$ cat src/rtl/step_periph_pkg.sv
// Shared constants for the step peripheral: button count and the default
// debounce threshold used by the peripheral top-level and the debouncer.
package step_periph_pkg;

    // Number of board push-buttons routed to the user core.
    localparam int BUTTON_COUNT    = 4;

    // Default number of consecutive synchronized cycles a new button level
    // must persist before it is accepted.
    localparam int DEBOUNCE_CYCLES = 16;

    // Width of the per-channel stability counter. The counter only has to
    // reach STABLE_CYCLES-1, so $clog2 of the threshold is enough. The floor
    // of 1 keeps the declaration legal even for an illegal threshold, so the
    // dedicated elaboration check is the one that reports the problem.
    function automatic int debounce_cnt_width(input int stable_cycles);
        if (stable_cycles < 2) begin
            return 1;
        end
        return $clog2(stable_cycles);
    endfunction

endpackage

$ cat src/rtl/debounce_channel.sv
// Single-bit button conditioner: two-flop synchronizer, stability counter
// and registered press/release pulse generation. All state resets to 0
// asynchronously, and every output comes straight from a flop.
module debounce_channel
    import step_periph_pkg::*;
#(
    parameter int STABLE_CYCLES = DEBOUNCE_CYCLES
) (
    input  logic clk,
    input  logic rst,
    input  logic raw,
    output logic level,
    output logic rose,
    output logic fell
);

    localparam int            CW      = debounce_cnt_width(STABLE_CYCLES);
    localparam logic [CW-1:0] CNT_MAX = CW'(STABLE_CYCLES - 1);

    // A threshold below 2 cannot filter anything and would give a
    // zero-width counter, so refuse to elaborate.
    if (STABLE_CYCLES < 2) begin : g_bad_stable_cycles
        $error("debounce_channel: STABLE_CYCLES must be 2 or more");
    end

    logic          s1;
    logic          s2;
    logic [CW-1:0] cnt;

    // Bring the asynchronous button level into the clk domain.
    always_ff @(posedge clk or posedge rst) begin
        if (rst) begin
            s1 <= 1'b0;
            s2 <= 1'b0;
        end else begin
            s1 <= raw;
            s2 <= s1;
        end
    end

    // Accept a new level only after it has differed from the current one for
    // STABLE_CYCLES consecutive cycles; any agreeing cycle restarts the count,
    // so short glitches and chatter never reach the level register. The
    // edge pulses are registered alongside the level so they line up with
    // the first cycle of the new level.
    always_ff @(posedge clk or posedge rst) begin
        if (rst) begin
            cnt   <= '0;
            level <= 1'b0;
            rose  <= 1'b0;
            fell  <= 1'b0;
        end else if (s2 == level) begin
            cnt  <= '0;
            rose <= 1'b0;
            fell <= 1'b0;
        end else if (cnt != CNT_MAX) begin
            cnt  <= cnt + 1'b1;
            rose <= 1'b0;
            fell <= 1'b0;
        end else begin
            level <= s2;
            cnt   <= '0;
            rose  <= s2;
            fell  <= ~s2;
        end
    end

endmodule

$ cat src/rtl/button_debounce.sv
// Multi-channel button debouncer: one independent synchronizer, debouncer
// and edge detector per push-button, outputs packed back into vectors.
module button_debounce
    import step_periph_pkg::*;
#(
    parameter int WIDTH         = BUTTON_COUNT,
    parameter int STABLE_CYCLES = DEBOUNCE_CYCLES
) (
    input  logic             clk,
    input  logic             rst,
    input  logic [WIDTH-1:0] raw,
    output logic [WIDTH-1:0] level,
    output logic [WIDTH-1:0] rose,
    output logic [WIDTH-1:0] fell
);

    // Channels share nothing but clock and reset, so simultaneous activity
    // on several buttons is handled in parallel and pulses may coincide.
    for (genvar i = 0; i < WIDTH; i++) begin : g_chan
        debounce_channel #(
            .STABLE_CYCLES (STABLE_CYCLES)
        ) u_chan (
            .clk   (clk),
            .rst   (rst),
            .raw   (raw[i]),
            .level (level[i]),
            .rose  (rose[i]),
            .fell  (fell[i])
        );
    end

endmodule

$ cat config.mk
export PLATFORM = sky130hd
export DESIGN_NAME = button_debounce
export DESIGN_NICKNAME = d
export VERILOG_FILES = /design/src/rtl/step_periph_pkg.sv /design/src/rtl/debounce_channel.sv /design/src/rtl/button_debounce.sv
export SDC_FILE = /design/constraint.sdc
export NUM_CORES = 1
export LEC_CHECK = 0
export ABC_AREA = 1
export BUFFER_PORTS_ARGS = -buffer_cell sky130_fd_sc_hd__buf_2
export CAP_MARGIN = 20
export CORE_MARGIN = 1.5
export CORE_UTILIZATION = 55
export CTS_CLUSTER_DIAMETER = 200
export CTS_CLUSTER_SIZE = 8
export DETAILED_ROUTE_END_ITERATION = 8
export GPL_TIMING_DRIVEN = 0
export PLACE_DENSITY = 0.76
export SYNTH_ARGS = -nofsm -noshare
export SYNTH_HDL_FRONTEND = slang
export SYNTH_HIERARCHICAL = 1
export SYNTH_SLANG_ARGS = --single-unit
$ cat constraint.sdc
create_clock -name clk -period 1.05 [get_ports clk]
set_input_delay 0.21 -clock clk [delete_from_list [all_inputs] [get_ports clk]]
set_output_delay 0.21 -clock clk [all_outputs]
set_load 0.01 [all_outputs]
==> results.json <==
{
  "status": "finished, violations left",
  "violations": "setup timing",
  "final_util_pct": 71.2,
  "avgViaCountPerCell": 4.78,
  "leakage_nw": 0.878,
  "ys_warn_count": 6,
  "rsz0062_at_grt": "yes",
  "synth-seq-cells": 36,
  "worstHoldPathCells": 0,
  "syn-cell-area_um2": 1400,
  "tightest_slew_ps": 355,
  "path_depth": 1,
  "coreArea_um2": 2430,
  "dp_hpwl_mm": 1.67,
  "final.min_clock_period_ps": 1090,
  "gp_congestion": 0.812,
  "ys_types": 14,
  "layout_commonest_cell": "dfrtp_1",
  "pin_count": 18,
  "start_kind": "flip-flop",
  "grt_overflow_total": 0,
  "mostFrequentLayoutCells": "36 x dfrtp_1, 22 x nand2_1, 17 x buf_2",
  "slew_viol_final": 0,
  "critPathMaxFanout": 3,
  "setup_viol": 3,
  "n_antenna_cell": 0,
  "routedWlPerCell_um": 11.9,
  "drt_pre_antenna_iters": 4,
  "ir_worst_vdd_v": 0.000993,
  "root_buffer": "clkbuf_4",
  "timing.final.crit_share_pct": 104,
  "cts.sinks": 36,
  "cp_cell_sequence": "buf_2",
  "slew_headroom_pct": 76.3,
  "fin_setup_tns_ps": -59.5,
  "drt_wl_total_mm": 2.35,
  "max_stage_delay_ps": 410,
  "cp.arrival_ps": 880,
  "critPathTopFamily": "flip-flops",
  "drive_gt1_share_pct": 32.7,
  "num_rows": 18,
  "cp-end-kind": "output port",
  "drtIter0Drc": 10,
  "drc": 0,
  "drv_cap": 0,
  "start_util_pct": 57.6,
  "port_buffers": 17,
  "holdCritPathClass": "flip-flop to flip-flop",
  "clkTransAtPathRegs_ps": 100,
  "numCtsBuffers": 5,
  "cts_buffer_depth": 2,
  "finalWorstSetupSlack_ps": -37.7,
  "die-area_um2": 2860,
  "cp_num_buf_inv": 1,
  "fin_skew_ps": 3.36,
  "syn-mean-instance-area_um2": 10.9,
  "cts_tree": "done",
  "die_height_um": 53.5,
  "postSynthCellCount": 128,
  "grt_max_degree": 11,
  "critical-path-slowest-cell": "dfrtp_1",
  "track_usage_pct": 19.1,
  "ff2ff_path_depth": 6,
  "ys_seq_area_share_pct": 64.3,
  "grt_pass1_vias": 869,
  "area_growth_pct": 23.7,
  "fmax_ghz": 0.919,
  "worstPathRequired_ps": 840,
  "crit_type": "flip-flop to output port",
  "htreeDepth": 2,
  "antenna_found_initial": 0,
  "hold_ws_ps": 364,
  "fin_nets": 177,
  "vias": 947,
  "worstSkewPairLatency_ps": 320,
  "antenna_left": 0,
  "die_x_um": 53.5,
  "hold_viol": 0,
  "grt_pass1_wl_mm": 3.65,
  "p_per_area_nw_per_um2": 1390,
  "syn-num-nets": 138
}
==> logic make-up after synthesis <==
group | count (synthesis) | share of synthesized area, %
xor gates and xnor gates | 4 | 2.50
adders and majority gates | 4 | 3.57
buffers and inverters | 16 | 4.29
AOI/OAI and AO/OA | 12 | 6.07
and+or+nand+nor | 56 | 19.3
DFF | 36 | 64.3
==> synthesized netlist by cell type (all sizes together) <==
library cell  count  area share, %
a21boi            4            2.1
a21oi             4            2.5
dfrtp            36             64
ha                4            3.6
inv              16            4.3
nand2            28            8.2
nand3             8            4.3
nand4             4            1.8
nor2             16            5.0
o21ai             4            1.4
xnor2             4            2.5
==> power by group <==
part	internal (mW)	leakage, nW	switching, mW	total [mW]
clock network	0.330	0.0326	0.400	0.731
registers	1.44	0.474	0.0489	1.49
logic	0.0931	0.371	0.0942	0.187
total	1.86	0.878	0.543	2.41
==> per-stage QoR <==
stage          instances  setup slack, ps  total power [mW]  cell area, µm²
2_1_floorplan        128              106              1.61            1400
3_3_place_gp         175             61.9              1.64            1520
3_5_place_dp         175             16.6              1.65            1520
4_1_cts              191            -66.3              2.41            1660
5_1_grt              198            -82.8              2.54            1730
6_report             198            -37.7              2.41            1730
==> cell type report <==
cell class	count	area, µm²
sequential	36	901
multi-input combinational	76	465
inverter	16	60.1
fill	166	699
tap	30	37.5
clock buffer	8	58.8
timing repair buffer	32	210
==> worst paths after layout <==
check	end	slack, ps	startpoint
worst max-delay path	level[3]	-40	g_chan[3].u_chan/level$_DFFE_PP0P_
worst min-delay path	g_chan[3].u_chan/s2$_DFF_PP0_	360	g_chan[3].u_chan/s1$_DFF_PP0_
worst max register to register	g_chan[2].u_chan/cnt[3]$_DFF_PP0_	40	g_chan[2].u_chan/level$_DFFE_PP0P_
worst min register to register	g_chan[3].u_chan/s2$_DFF_PP0_	360	g_chan[3].u_chan/s1$_DFF_PP0_
max in group asynchronous	g_chan[0].u_chan/fell$_DFF_PP0_	370	rst
min in group asynchronous	g_chan[1].u_chan/cnt[2]$_DFF_PP0_	420	rst
==> registers in the layout (all words and copies together) (netlist names) <==
signal and cells:
g_chan.u_chan/s2 4, g_chan.u_chan/cnt 16, g_chan.u_chan/level 4, g_chan.u_chan/rose 4
g_chan.u_chan/s1 4, g_chan.u_chan/fell 4
==> layer usage <==
metal	vias to the layer above	global-route usage, %	part of all wire (%)
met3	2	6.78	3.3
met5	-	0	0
met4	0	11.5	1.2
met2	13	31.3	53
met1	451	20.9	42
li1	481	-	-
==> timing repair <==
item / 4_1_cts / 5_1_grt
hold buffers: 5 / 0
buffers inserted: 3 / 7
hold endpoints to repair: 40 / 0
pin swaps: 0 / 2
resized for setup: 1 / 6
endpoints found under the setup margin: 7 / 26
Power figures use the tool's default switching activity.
